===== src/rtl/credit_step_sequencer.sv =====
// Coin-credit accumulator driving a wrapping step counter with a 7-segment view of the step.
// Supports normal, free, hold and refund modes; denied advances and credit saturation are flagged.
module credit_step_sequencer #(
  parameter int CREDIT_W       = 4,
  parameter int N_STEPS        = 8,
  parameter int PRICE          = 1,
  parameter int SEG_ACTIVE_LOW = 0
) (
  input  logic                       clk,
  input  logic                       rst,
  input  logic                       coin_valid,
  input  logic [CREDIT_W-1:0]        coin_value,
  input  logic                       advance,
  input  logic [1:0]                 mode,
  output logic [CREDIT_W-1:0]        credit,
  output logic                       has_credit,
  output logic [$clog2(N_STEPS)-1:0] step,
  output logic [6:0]                 seg,
  output logic                       wrap,
  output logic                       deny,
  output logic                       overflow,
  output logic                       refund_valid,
  output logic [CREDIT_W-1:0]        refund_amount
);

  localparam int STEP_W = $clog2(N_STEPS);
  localparam logic [CREDIT_W-1:0] PRICE_C   = CREDIT_W'(PRICE);
  localparam logic [STEP_W-1:0]   LAST_STEP = STEP_W'(N_STEPS - 1);

  typedef enum logic [1:0] {
    MODE_NORMAL = 2'b00,
    MODE_FREE   = 2'b01,
    MODE_HOLD   = 2'b10,
    MODE_REFUND = 2'b11
  } mode_t;

  mode_t               op;
  logic                adv_q;
  logic                adv_edge;
  logic                pay;
  logic                step_go;
  logic                refund_go;
  logic [CREDIT_W-1:0] coin_add;
  logic [CREDIT_W:0]   base;
  logic [CREDIT_W:0]   sum;
  logic [6:0]          glyph;

  assign op         = mode_t'(mode);
  assign has_credit = (credit >= PRICE_C);

  // Legality uses the registered credit only; the price comes off before the coin is added.
  always_comb begin
    adv_edge  = advance & ~adv_q;
    coin_add  = coin_valid ? coin_value : '0;
    pay       = 1'b0;
    step_go   = 1'b0;
    refund_go = 1'b0;
    case (op)
      MODE_NORMAL: begin
        pay     = adv_edge && (credit >= PRICE_C);
        step_go = pay;
      end
      MODE_FREE:   step_go = adv_edge;
      MODE_HOLD:   step_go = 1'b0;
      MODE_REFUND: begin
        refund_go = (credit != '0);
        coin_add  = '0;
      end
      default:     step_go = 1'b0;
    endcase
    base = pay ? {1'b0, credit - PRICE_C} : {1'b0, credit};
    sum  = base + {1'b0, coin_add};
  end

  always_ff @(posedge clk) begin
    adv_q <= advance;
    if (rst) begin
      credit        <= '0;
      step          <= '0;
      overflow      <= 1'b0;
      wrap          <= 1'b0;
      deny          <= 1'b0;
      refund_valid  <= 1'b0;
      refund_amount <= '0;
    end else begin
      wrap          <= 1'b0;
      deny          <= (op == MODE_NORMAL) && adv_edge && !pay;
      refund_valid  <= refund_go;
      refund_amount <= refund_go ? credit : '0;
      if (refund_go) begin
        credit   <= '0;
        overflow <= 1'b0;
      end else if (sum[CREDIT_W]) begin
        credit   <= '1;
        overflow <= 1'b1;
      end else begin
        credit <= sum[CREDIT_W-1:0];
      end
      if (step_go) begin
        if (step == LAST_STEP) begin
          step <= '0;
          wrap <= 1'b1;
        end else begin
          step <= step + STEP_W'(1);
        end
      end
    end
  end

  always_comb begin
    case (4'(step))
      4'h0: glyph = 7'b0111111;
      4'h1: glyph = 7'b0000110;
      4'h2: glyph = 7'b1011011;
      4'h3: glyph = 7'b1001111;
      4'h4: glyph = 7'b1100110;
      4'h5: glyph = 7'b1101101;
      4'h6: glyph = 7'b1111101;
      4'h7: glyph = 7'b0000111;
      4'h8: glyph = 7'b1111111;
      4'h9: glyph = 7'b1101111;
      4'hA: glyph = 7'b1110111;
      4'hB: glyph = 7'b1111100;
      4'hC: glyph = 7'b0111001;
      4'hD: glyph = 7'b1011110;
      4'hE: glyph = 7'b1111001;
      default: glyph = 7'b1110001;
    endcase
  end

  assign seg = (SEG_ACTIVE_LOW != 0) ? ~glyph : glyph;

endmodule


===== config.mk =====
export PLATFORM = sky130hd
export DESIGN_NAME = credit_step_sequencer
export DESIGN_NICKNAME = d
export VERILOG_FILES = /design/src/rtl/credit_step_sequencer.sv
export SDC_FILE = /design/constraint.sdc
export NUM_CORES = 1
export LEC_CHECK = 0
export ABC_AREA = 1
export BUFFER_PORTS_ARGS = -buffer_cell sky130_fd_sc_hd__buf_2
export CORE_ASPECT_RATIO = 1.2
export CORE_MARGIN = 8
export CORE_UTILIZATION = 50
export DETAILED_ROUTE_END_ITERATION = 16
export PLACE_DENSITY = 0.77
export SETUP_SLACK_MARGIN = 0.3
export SYNTH_ARGS = -nofsm -noshare
export SYNTH_HDL_FRONTEND = slang
export SYNTH_SLANG_ARGS = --single-unit

===== constraint.sdc =====
create_clock -name clk -period 4.7 [get_ports clk]
set_input_delay 0.705 -clock clk [delete_from_list [all_inputs] [get_ports clk]]
set_output_delay 0.705 -clock clk [all_outputs]
set_load 0.05 [all_outputs]

==> impl_metrics.toml <==
[run_status]
status = "completed"

[cells_and_area]
layout_commonest_cell = "buf_2"
syn2layout_area_growth_pct = 19.1
fin_util_pct = 62.4
layout-drive-gt1-share_pct = 28.1
antenna_cells = 0
layout_common_cells = "32 x buf_2, 31 x nand2_1, 27 x inv_1"
fin_nets = 203

[floorplanning]
die_w_um = 60.4
die_area_um2 = 4190
fp.dieH_um = 69.3
coreArea_um2 = 2260
rows = 19
io_pins = 33
start_util_pct = 52.4

[clock_network]
cts_resized = 0
max-clock-path-buffers = 2
cts.sinks = 23
holdBufCountCts = 0
post_cts_buffers = 0
cts_tree = "built"
clock-root-buffer = "clkbuf_4"
cts-htree-levels = 1
clkLatencyLatePin_ns = 0.31
numCtsBuffers = 3
clkTransAtPathRegs_ns = 0.12

[timing]
relSlewSlack_pct = 64.8
hold_viol_final = 0
fin_crit_sh_pct = 59.1
post-route-min-period_ns = 2.78
worst_slew_pin_slew_ns = 0.525
clock.fmax_ghz = 0.360
rsz0062_at_grt = "no"
finalSetupViolCount = 0
final_max_slew_viol_count = 0
clock-skew-final_ns = 0.00605
fin_setup_tns_ns = 0
setup_slack_ns = 1.92
whs_ns = 0.468

[worst_setup_path]
crit_path_end_kind = "flop"
crit_arrival_ns = 2.99
critPathMaxFanout = 6
critPathLaunchType = "flop"
critPathRequiredTime_ns = 4.91
r2r_slack_ns = 1.92
worstSetupPathType = "flop to flop"

[grt]
overflow = 0
grt_pass1_wl_mm = 4.14
top_usage_layer = "met2"
use_met2_pct = 23.1
grt_use_met3_pct = 2.97
grt_pass1_vias = 1023
track_usage_pct = 12.4
grtUsageMet1_pct = 11.8
antenna_found_initial = 0
grt_max_degree = 14

[worst_hold_path]
hold_path.class = "flop to flop"

[power]
ir_drop_v = 0.000215
p_switching_mw = 0.254
combPwrFrac_pct = 44.5
powerDensity_nw_per_um2 = 404
p_leak_nw = 0.790
intPower_mw = 0.315
p_clk_share_pct = 15.9
power_frac_seq_pct = 39.6
p_sw_share_pct = 44.7

[synth]
avgSynthCellArea_um2 = 8.34
async_reset_ff_share_pct = 0
ys_warn_count = 0
yosys-top-cells-area = "dfxtp_1 39%, ha_1 14%, nand2_1 9.8%, inv_1 8.6%, nor2_1 3.8%"
ys_seq_area_share_pct = 38.9
synth-seq-cells = 23
synthesis.area_um2 = 1180
synth.top_cell.area_share_pct = 38.9
yosys.area.top_type = "dfxtp_1"
synth_cells = 142
syn_nets = 166
synth_cell_types = 25
synth_edf_count = 0
ys.flop_type = "dfxtp_1"

[route]
wirelength_mm = 2.37
first_pass_iters = 3
wl_per_cell_um = 11.3
drt-vias-per-instance = 4.68
drt_first_iter_violations = 6
ant_nets = 0
drc = 0
vias = 979

[place]
place_hpwl_mm = 2.02
portBuffers = 32
place_congestion = 0.872
post-place-ws_ns = 1.83

[run]
drv_cap = 0
[cells by family (layout without fill, tap and decap cells)]
| logic type | after synthesis | count (layout) | share of synthesized area [%] |
|---|---|---|---|
| xor gates and xnor gates | 3 | 3 | 2.22 |
| DFF | 23 | 23 | 38.9 |
| and+or+nand+nor | 64 | 64 | 29.8 |
| AOI/OAI and AO/OA | 10 | 10 | 4.76 |
| buffers and inverters | 28 | 64 | 8.88 |
| adders and majority gates | 14 | 14 | 15.4 |
[worst paths after layout]
check                 start         to  depth (start not counted)
hold reg to reg    overflow   overflow                          2
setup reg to reg  credit[0]  credit[3]                         16
hold / removal     overflow   overflow                          2
setup / recovery  credit[0]  credit[3]                         16
[flip-flops by register name (all words and copies together) (netlist names)]
| signal | count |
|---|---|
| refund_amount | 4 |
| refund_valid | 1 |
| deny | 1 |
| overflow | 1 |
| adv_q | 1 |
| credit | 4 |
| seg | 7 |
| step | 3 |
| wrap | 1 |
[final cells by class]
cell class / count / area [um^2]
multi-input combinational: 91 / 618
fill: 199 / 848
clock inverter: 1 / 5.00
sequential: 23 / 460
timing repair buffer: 32 / 160
clock buffer: 3 / 22.5
inverter: 28 / 105
tap: 31 / 38.8
[power by group through the flow]
stage,combinational [mW],clock (mW),sequential [mW]
finish,0.254,0.0907,0.225
floorplan,0.138,0,0.293
global route,0.278,0.103,0.227
global placement,0.250,0,0.230
CTS,0.257,0.0951,0.226
detailed placement,0.256,0,0.230
[routing by layer]
layer  vias to the layer above  routed length (um)
li1                        509                   -
met5                         -                   0
met4                         0                  27
met1                       445                 897
met2                        23                1270
met3                         2                 166
[worst max-delay path: stages (launching register included)]
cell	delay [ns]
dfxtp_1	0.38
inv_1	0.12
ha_1	0.21
inv_1	0.16
nor2_8	0.05
nand2_1	0.10
nand3_2	0.13
nor2_1	0.16
xor2_1	0.17
inv_1	0.06
ha_1	0.31
nand2_1	0.08
nor2_1	0.04
a211oi_1	0.43
nand2_1	0.10
o21bai_1	0.14
inv_1	0.05
[through the flow]
| stage | instance area, um^2 | power (mW) | instances |
|---|---|---|---|
| 5_1_grt | 1410 | 0.608 | 209 |
| 4_1_cts | 1410 | 0.578 | 209 |
| 3_3_place_gp | 1380 | 0.479 | 205 |
| 2_1_floorplan | 1180 | 0.430 | 142 |
| 6_report | 1410 | 0.570 | 209 |
| 3_5_place_dp | 1380 | 0.486 | 205 |
[cells in the mapped netlist (2+ instances only)]
library cell / number
nand2_4: 2
o21ai_0: 2
nand2_1: 31
dfxtp_1: 23
ha_1: 13
a21oi_1: 4
nand3_4: 2
nand3_1: 6
nor2_4: 2
xor2_1: 3
inv_1: 27
nor2_1: 12
nand2_2: 2
nand3_2: 2
(Power assumes the default switching activity.)
